--- config.mk ---
export PLATFORM = sky130hd
export DESIGN_NAME = vga_scan_scheduler
export DESIGN_NICKNAME = d
export VERILOG_FILES = /design/src/rtl/vga_scan_scheduler.sv
export SDC_FILE = /design/constraint.sdc
export NUM_CORES = 1
export LEC_CHECK = 0
export ABC_AREA = 1
export BUFFER_PORTS_ARGS = -buffer_cell sky130_fd_sc_hd__buf_2
export CAP_MARGIN = 10
export CORE_MARGIN = 2
export CORE_UTILIZATION = 35
export DETAILED_ROUTE_END_ITERATION = 12
export HOLD_SLACK_MARGIN = 0.15
export PLACE_DENSITY = 0.64
export SYNTH_ARGS = -nofsm -noshare
export SYNTH_HDL_FRONTEND = slang
export SYNTH_SLANG_ARGS = --single-unit
--- constraint.sdc ---
create_clock -name clk -period 4.94 [get_ports clk]
set_clock_uncertainty 0.05 [all_clocks]
set_input_delay 0.494 -clock clk [delete_from_list [all_inputs] [get_ports clk]]
set_output_delay 0.494 -clock clk [all_outputs]
set_load 0.005 [all_outputs]
--- src/rtl/vga_scan_scheduler.sv ---
// vga_scan_scheduler: VGA raster counters plus a single framebuffer port that is
// shared between display tile reads (active area) and buffered game-logic
// writes (drained only in blanking cycles, in acceptance order).

// Default 640x480@60 timing; these mirror the shared vga_params definitions and
// are only supplied here when no one else has defined them.
`ifndef HACTIVE
`define HACTIVE 640
`endif
`ifndef HFRONTPORCH
`define HFRONTPORCH 16
`endif
`ifndef HSYNCPULSE
`define HSYNCPULSE 96
`endif
`ifndef HBACKPORCH
`define HBACKPORCH 48
`endif
`ifndef VACTIVE
`define VACTIVE 480
`endif
`ifndef VFRONTPORCH
`define VFRONTPORCH 10
`endif
`ifndef VSYNCPULSE
`define VSYNCPULSE 2
`endif
`ifndef VBACKPORCH
`define VBACKPORCH 33
`endif

module vga_scan_scheduler #(
  parameter int DATA_W     = 4,
  parameter int FIFO_DEPTH = 4,
  parameter int H_ACTIVE   = `HACTIVE,
  parameter int H_FRONT    = `HFRONTPORCH,
  parameter int H_SYNC     = `HSYNCPULSE,
  parameter int H_BACK     = `HBACKPORCH,
  parameter int V_ACTIVE   = `VACTIVE,
  parameter int V_FRONT    = `VFRONTPORCH,
  parameter int V_SYNC     = `VSYNCPULSE,
  parameter int V_BACK     = `VBACKPORCH
) (
  input  logic              clk,
  input  logic              reset,
  input  logic              wr_valid,
  output logic              wr_ready,
  input  logic [10:0]       wr_addr,
  input  logic [DATA_W-1:0] wr_data,
  output logic [9:0]        row,
  output logic [9:0]        col,
  output logic              frame_tick,
  output logic [10:0]       fb_addr,
  output logic              fb_we,
  output logic [DATA_W-1:0] fb_wdata
);

  localparam int H_TOTAL = H_ACTIVE + H_FRONT + H_SYNC + H_BACK;
  localparam int V_TOTAL = V_ACTIVE + V_FRONT + V_SYNC + V_BACK;
  // Tiles are 16x16 pixels, so one tile row spans H_ACTIVE/16 entries (40 by default).
  localparam int TILES_W = H_ACTIVE / 16;
  localparam int PTR_W   = $clog2(FIFO_DEPTH);
  localparam int CNT_W   = $clog2(FIFO_DEPTH + 1);
  localparam int ENTRY_W = 11 + DATA_W;

  logic [9:0]         row_reg;
  logic [9:0]         col_reg;
  logic [PTR_W-1:0]   wr_ptr_reg;
  logic [PTR_W-1:0]   rd_ptr_reg;
  logic [CNT_W-1:0]   count_reg;
  logic [ENTRY_W-1:0] mem_reg [FIFO_DEPTH];

  logic               row_last;
  logic               col_last;
  logic               display_slot;
  logic               push;
  logic               pop;
  logic [10:0]        tile_addr;
  logic [ENTRY_W-1:0] head;

  assign row_last     = (row_reg == 10'(H_TOTAL - 1));
  assign col_last     = (col_reg == 10'(V_TOTAL - 1));
  assign display_slot = (row_reg < 10'(H_ACTIVE)) && (col_reg < 10'(V_ACTIVE));

  // Ready looks only at the registered occupancy, so a pop in this cycle never
  // opens room for a push on the same edge.
  assign wr_ready = (count_reg < CNT_W'(FIFO_DEPTH));
  assign push     = wr_valid & wr_ready;
  assign pop      = ~display_slot & (count_reg != '0);

  assign head      = mem_reg[rd_ptr_reg];
  assign tile_addr = 11'(col_reg[9:4]) * 11'(TILES_W) + 11'(row_reg[9:4]);

  assign row        = row_reg;
  assign col        = col_reg;
  assign frame_tick = (row_reg == '0) && (col_reg == 10'(V_ACTIVE));

  // Raster scan: row advances every cycle, col advances when row wraps.
  always_ff @(posedge clk or posedge reset) begin
    if (reset) begin
      row_reg <= '0;
      col_reg <= '0;
    end else if (row_last) begin
      row_reg <= '0;
      col_reg <= col_last ? '0 : col_reg + 10'd1;
    end else begin
      row_reg <= row_reg + 10'd1;
    end
  end

  // Write buffer storage; contents need no reset since occupancy gates every read.
  always_ff @(posedge clk) begin
    if (push) mem_reg[wr_ptr_reg] <= {wr_addr, wr_data};
  end

  // Buffer pointers and occupancy; reset drops every pending write.
  always_ff @(posedge clk or posedge reset) begin
    if (reset) begin
      wr_ptr_reg <= '0;
      rd_ptr_reg <= '0;
      count_reg  <= '0;
    end else begin
      if (push) wr_ptr_reg <= wr_ptr_reg + PTR_W'(1);
      if (pop)  rd_ptr_reg <= rd_ptr_reg + PTR_W'(1);
      if (push && !pop)      count_reg <= count_reg + CNT_W'(1);
      else if (pop && !push) count_reg <= count_reg - CNT_W'(1);
    end
  end

  // Port mux: display cycles read the current tile, free cycles drain the head or idle at 0.
  always_comb begin
    fb_we    = pop;
    fb_addr  = '0;
    fb_wdata = '0;
    if (display_slot) begin
      fb_addr = tile_addr;
    end else if (pop) begin
      fb_addr  = head[ENTRY_W-1:DATA_W];
      fb_wdata = head[DATA_W-1:0];
    end
  end

endmodule
; ---- Word-level counts from Yosys, hierarchy flattened
; Memory sizes are Yosys's and may differ from the RTL's.
; Index checks and enable logic that the tools add are counted.
[classes]
shifts = 0
n_bitwise = 3
multipliers = 1
reduce_logical = 9
order_cmp = 3
eq_ne = 3
n_mux = 10
add_sub_neg = 7
div_mod_pow = 0
[op_table]
columns = op, n
row1 = $mux W11, 2
row2 = $add A10 B1 Y10 const B, 2
row3 = $eq A10 B10 Y1 const B, 2
row4 = $mux W10, 2
row5 = $add A11 B6 Y11, 1
row6 = $eq A10 B9 Y1 const B, 1
row7 = $logic_not A10 Y1, 1
row8 = $lt A10 B10 Y1 const B, 1
row9 = $lt A10 B9 Y1 const B, 1
row10 = $mul A6 B3 Y8 const B, 1
row11 = $mux W4, 2
row12 = $mux W3, 2
row13 = $add A2 B1 Y2 const B, 2
row14 = $logic_and A1 B1 Y1, 4
row15 = $add A3 B1 Y3 const B, 1
row16 = $lt A3 B3 Y1 const B, 1
row17 = $reduce_bool A3 Y1, 1
row18 = $sub A3 B1 Y3 const B, 1
row19 = $and A1 B1 Y1, 2
row20 = $logic_not A1 Y1, 2
row21 = $mux W1, 2
row22 = $reduce_bool A2 Y1, 1
row23 = $not A1 Y1, 1
[totals]
ff_bits = 27
wordCells = 42
out_inout_bits = 38
romBits = 0
ram_bits = 60
latch_bits = 0
n_memories = 1
[mem_list]
columns = memory, depth, width, read_ports, rd_ports_with_merged_regs, wr, line
row1 = mem_reg, 4, 15, 1, 0, 1, 71  ; logic [ENTRY_W-1:0] mem_reg [FIFO_DEPTH];

; ---- Depth between registers and ports, before layout
; Gate-level depths: netlist of the first run.
[depth]
word_depth = 7
mapped_depth = 11
depth_no_buf = 11

; ---- Worst setup path after synthesis of the first run
; No wires, ideal clock.
[synth_timing]
kind = flip-flop to output port
start = register col_reg[5], in the netlist col[5]
end = output fb_addr[10]
path_stages_with_launch = 11
arrival_ns = 2.053
path_slack_ns = 2.343
path_buffers = 0
required_ns = 4.396
cell_sequence = dfrtp_1 ha_1 ha_1 fa_1 xor2_1 inv_2 nor2_2 nand2_1 nand2_1 nand3_1 nand2_1
[synth_via]
elab_chain_len = 6
word_cells_on_any_way = 8
cone_classes = add/sub: 1 / mul: 1 / order compare: 1 / mux: 2 / bitwise: 2 / reduce/logical: 1
[synth_lines]
columns = item, line
row1 = from (decl), 67  ; logic [9:0] col_reg;
row2 = from (signal assigned), 105  ; col_reg <= col_last ? '0 : col_reg + 10'd1;
row3 = "parallel branches: the longest is 5 deep, another holds $add A11 B6 Y11", n/a
row4 = $mux W11 (*), 135  ; if (display_slot) begin
row5 = to (decl), 53  ; output logic [10:0] fb_addr,
; Every way passes the cells marked *.

; ---- Final worst setup path of the first run
; Ends and elaborated chain as after synthesis.

==> impl_metrics.ini, run 1 <==
[synthesis]
synth_nets = 471
synth_fa_ha_area_share_pct = 7.118
synth_cell_types = 37
synthMuxAreaShare_pct = 0.2583
ys_seq_area_share_pct = 56.83
synth-xor-area-share_pct = 2.009
synth_top_flop_cell = edfxtp_1
synth_top_family_by_area = simple AND/OR/NAND/NOR gates
netlist_area_um2 = 4359
async_reset_ff_share_pct = 31.03
avgSynthCellArea_um2 = 10.14
synth_cells = 430
synth-seq-cells = 87
synth_warnings = 0
synth_edf_count = 60
yosys.area_share.simple_pct = 18.94
synth_compound_area_share_pct = 8.783

[placement]
place_ws_ps = 2108
dp.cells = 644
place_congestion = 0.8219
numPortBuffers = 55
dpl.hpwl_um = 6412

[sta]
finalSetupViolations = 0
worst_pin_slew_ps = 929.1
setup_ws_ps = 1748
fin_crit_sh_pct = 64.62
rsz0062_at_grt = false
hold_viol_final = 0
fin_setup_tns_ps = 0
slew_headroom_pct = 37.99
fmax_ghz = 0.3133
post-route-min-period_ps = 3192
slew_viol_final = 0

[final_layout]
layout_commonest_cell = edfxtp_1
utilization_pct = 42.28
fill_cells = 1168
layout.cells.non_filler = 661
layout_common_cells = edfxtp_1, nand2_1, buf_2
layout.nets = 529
area_delta_synth_final_pct = 16.99
largest_reg_flops = 60
drive_gt1_share_pct = 21.91
diodes = 0

[route]
wl_um = 9278
wl_per_cell_um = 14.04
routed_via_density = 4.734
via_count = 3129
ant_nets = 0
drcViolationCount = 0
drt_pass1_iterations = 4
drt_iter0_drc = 170

[floorplan]
dieArea_um2 = 13360
die_y_um = 115.6
num_io_pins = 56
initial_utilization_pct = 36.14
die_width_um = 115.6
std_cell_rows = 40
core-area_um2 = 12060

[cts]
clock-sinks = 87
cts_buffers = 9
cts.path.max_buffers = 2
clk_latency_ps = 340
tritoncts = done
cts_resized = 0
h-tree-depth = 3
path_clk_slew_ps = 70
ctsHoldBuffers = 0
post_cts_buffers = 0
cts_root_buf = clkbuf_16

[global_route]
grt.overflow.total = 0
grt_start_max_net_pins = 33
antenna_found_initial = 0
grt_pass1_wl_um = 15000
grt_pass1_vias = 3012
grt_use_total_pct = 14.66

[worst_setup_path]
start_kind = flip-flop
crit_required_ps = 4400
path_class = flip-flop to primary output
cp-end-kind = primary output
path_max_fanout = 8
cp.arrival_ps = 2650

[run]
cap_violations = 0

[status]
status = complete, no violations

[hold_path]
hp-class = input port to asynchronous set/reset pin

[power_and_ir_drop]
power.leakage_nw = 2.223
power.total_w = 0.001761
power_density_nw_per_um2 = 345.3
ir_worst_vdd_mv = 0.2004
critical path: stages, from the launching register on:
cell and delay [ps]:
dfrtp_1 490, ha_1 340, ha_1 230, fa_1 410, xor2_1 260, inv_2 70, nor2_2 170, nand2_1 70
nand2_1 50, nand3_1 60, nand2_1 60, buf_2 100
layer usage:
layer / global-route usage, % / vias to the layer above / wire (µm)
li1: - / 1578 / -
met1: 19.74 / 1482 / 4294
met2: 23.20 / 62 / 4419
met3: 4.079 / 7 / 462
met4: 4.418 / 0 / 102
met5: 0 / - / 0
power breakdown:
| part | internal (W) | switching [W] | total, W |
|---|---|---|---|
| Clock | 0.000353 | 0.000304 | 0.000657 |
| Sequential | 0.000884 | 0.0000314 | 0.000915 |
| Combinational | 0.0000601 | 0.000129 | 0.000189 |
| Total | 0.00130 | 0.000464 | 0.00176 |
Yosys cell counts (all sizes together), types with 6 or more instances:
cell type | count | area [µm²]
nand3 | 30 | 150.1
ha | 20 | 250.2
inv | 48 | 185.2
nor2 | 65 | 281.5
clkbuf | 6 | 22.52
xor2 | 9 | 78.83
o21ai | 48 | 247.7
dfrtp | 27 | 675.7
edfxtp | 60 | 1802
nand2 | 69 | 301.5
a21oi | 9 | 45.04
o22ai | 11 | 68.82
final timing paths:
kind                            cells after the start             to  slack [ps]       start
worst min register to register                      1         row[2]         490      row[2]
worst max register to register                      9   count_reg[1]        2650      col[5]
worst max-delay path                               11    fb_addr[10]        1750      col[5]
worst min-delay path                                2         row[1]         170       reset
max in group asynchronous                           3         col[5]        4130       reset
min in group clk                                    1  mem_reg[1][2]         320  wr_data[2]
final cells by class:
class	instances	area, µm²	area share (%)
multi-input combinational	284	1628	31.92
timing repair buffer	57	297.8	5.839
inverter	49	193.9	3.803
sequential	87	2477	48.58
clock buffer	9	225.2	4.416
tap	168	210.2	4.122
clock inverter	7	67.56	1.325
cell families (layout without fill, tap and decap cells):
logic type,Yosys count,after routing
buf+inv,59,122
compound gates,71,71
fa+ha+maj,23,23
xor+xnor,10,10
mux,1,1
simple gates,179,179
flops,87,87
metrics by stage:
step                      instance area [µm²]  hold WS [ps]
after detailed placement                 4792         473.9
after floorplan                          4359         453.7
after global routing                     5100         206.7
after CTS                                5085         308.7
after global placement                   4792         468.0
final                                    5100         174.4
Note: power is estimated with default switching activity, not from simulation.
==> inputs of run 2 (changes only) <==
PLACE_DENSITY = 0.66   (was 0.64)
clock period = 2.8 ns   (was 4.94 ns; I/O delays follow)
==> run 2 against run 1 <==
  * Final cell count rose by 3.9%
  * Critical endpoint is now fb_addr[9]
  * Core utilization increased by 2.3 points
  * Sequential share of layout area down 2.5 points
  * Clock power rose by 77%
  * Via count grew 6.0%
  * Largest power group unchanged
  * Wire length up 4.4%
  * Critical path type unchanged
  * Non-clock buffer count is 26 higher
  * Count of clock-buffer cells in the layout is the same
  * Highest routed layer unchanged
==> impl_metrics.ini, run 2 (synthesis results as in run 1) <==
[run]
cap_violations = 0

[final_layout]
layout_commonest_cell = edfxtp_1
area_delta_synth_final_pct = 23.34
largest_reg_flops = 60
diodes = 0
fill_cells = 1130
layout.nets = 555
multiInputGateArea_um2 = 1679
drive_gt1_share_pct = 24.28
layout_common_cells = edfxtp_1, nor2_1, nand2_1, buf_2, inv_1
final_cell_area_um2 = 5376
regArea_um2 = 2480

[power_and_ir_drop]
pwr-share-seq_pct = 51.4
p_int_w = 0.002310
swShare_pct = 26.30
p_clk_share_pct = 37.1
power.leakage_nw = 2.321
power.total_w = 0.003135
power_density_nw_per_um2 = 583.1
ir_worst_vdd_mv = 0.2374
switching_power_w = 0.0008244
p_comb_share_pct = 11.4

[worst_setup_path]
path_max_fanout = 3
path_class = flip-flop to primary output
cpMostUsedCell = nand2_1
start_kind = flip-flop
slowest_stage = fa_2
crit_required_ps = 2470
r2r-end = count_reg[2]
r2r-start = col[6]
reg2reg_depth = 12
cpPeakStageDelay_ps = 570
r2r_slack_ps = 450
cp.arrival_ps = 2360
crit_chain = ha_4 > ha_4 > fa_2 > buf_4 > and2_1 > nand2_1 > nand2_1 > nand3_1 > nand2_1 > buf_2
cp-end-kind = primary output

[global_route]
grt.overflow.total = 0
grt_start_max_net_pins = 32
grt_pass1_wl_um = 15230
antenna_found_initial = 0
grt_use_total_pct = 14.86
grt_pass1_vias = 3140

[sta]
fin_crit_sh_pct = 96.16
worst_pin_slew_ps = 1054
fin_setup_tns_ps = 0
hold_viol_final = 0
fmax_ghz = 0.3714
slew_viol_final = 0
slew_headroom_pct = 29.63
post-route-min-period_ps = 2692
setup_ws_ps = 107.6
finalSetupViolations = 0

[cts]
cts.path.max_buffers = 2
path_clk_slew_ps = 70
clock-sinks = 87
tritoncts = done
cts_root_buf = clkbuf_16
clk_latency_ps = 350
cts_buffers = 9
h-tree-depth = 3

[placement]
numPortBuffers = 55
postPlaceCellArea_um2 = 4842
place_congestion = 0.8259
place_ws_ps = 326.6
dpl.hpwl_um = 6595

[floorplan]
die_y_um = 115.6
die_width_um = 115.6
std_cell_rows = 40
num_io_pins = 56
core-area_um2 = 12060
dieArea_um2 = 13360
initial_utilization_pct = 36.14

[route]
wl_per_cell_um = 14.10
via_count = 3317
drt_iter0_drc = 206
ant_nets = 0
wl_um = 9684
drt_pass1_iterations = 4
drcViolationCount = 0
routed_via_density = 4.828

[status]
status = complete, no violations

[hold_path]
hp-class = input port to asynchronous set/reset pin
run 2: cell count changes in the layout (fill, tap and decap cells not counted), moves of 2 or more:
| cell | before | now |
|---|---|---|
| nor2_1 | 54 | 58 |
| dfrtp_2 | 0 | 2 |
| dfrtp_1 | 27 | 25 |
| buf_4 | 1 | 13 |
| ha_1 | 20 | 16 |
| ha_4 | 0 | 3 |
| clkinvlp_4 | 1 | 3 |
| nor2_2 | 7 | 2 |
| dlygate4sd3_1 | 0 | 15 |
run 2: layout make-up:
class,instances,share of cell area (%)
clock buffers,9,4.189
clock inverters,7,1.210
inverters,49,3.607
multi-input cells,284,31.23
flip-flops and latches,87,46.13
well taps,168,3.910
repair buffers,83,9.728
run 2: per-stage QoR:
stage	instances	hold WS, ps	utilization [%]
floorplan	430	282.7	-
global placement	652	441.2	40.15
detailed placement	652	452.0	40.15
CTS	684	173.3	43.96
global route	687	251.8	44.57
finish	687	133.8	44.57
run 2: timing repair:
item                       in CTS  in global routing
setup endpoints to repair       1                  3
hold endpoints to repair       60                  0
hold buffers                   15                  0
pin swaps                       2                  4
resized for setup               3                 10
setup buffers                   1                  3
run 2: power groups by stage:
| stage | clock [W] | sequential, W | combinational (W) |
|---|---|---|---|
| 2_1_floorplan | 0 | 0.00163 | 0.000220 |
| 3_3_place_gp | 0 | 0.00163 | 0.000332 |
| 3_5_place_dp | 0 | 0.00164 | 0.000354 |
| 4_1_cts | 0.00119 | 0.00161 | 0.000370 |
| 5_1_grt | 0.00123 | 0.00163 | 0.000407 |
| 6_report | 0.00116 | 0.00161 | 0.000359 |
run 2: worst max-delay path by stage:
| stage | endpoint | slack [ps] | depth (start not counted) | from |
|---|---|---|---|---|
| 5_1_grt | fb_addr[10] | -20 | 12 | col[7] |
| 4_1_cts | fb_addr[10] | 10 | 11 | col[6] |
| 2_1_floorplan | fb_addr[10] | 420 | 10 | col[5] |
| 3_3_place_gp | fb_addr[10] | 380 | 10 | col[6] |
| 6_report | fb_addr[9] | 110 | 10 | col[7] |
| 3_5_place_dp | fb_addr[10] | 330 | 11 | col[5] |
run 2: critical path, delay by kind of cell (launching register included):
kind	cells	cell delay (ps)
adders and majority gates	3	990
buffers and inverters	2	220
DFF	1	410
and+or+nand+nor	5	410
run 2: routing by layer:
metal	track usage [%]	up-vias	wire, µm
met4	6.024	0	167
met1	19.62	1613	4439
li1	-	1630	-
met2	24.29	59	4748
met3	2.667	15	328
met5	0	-	0
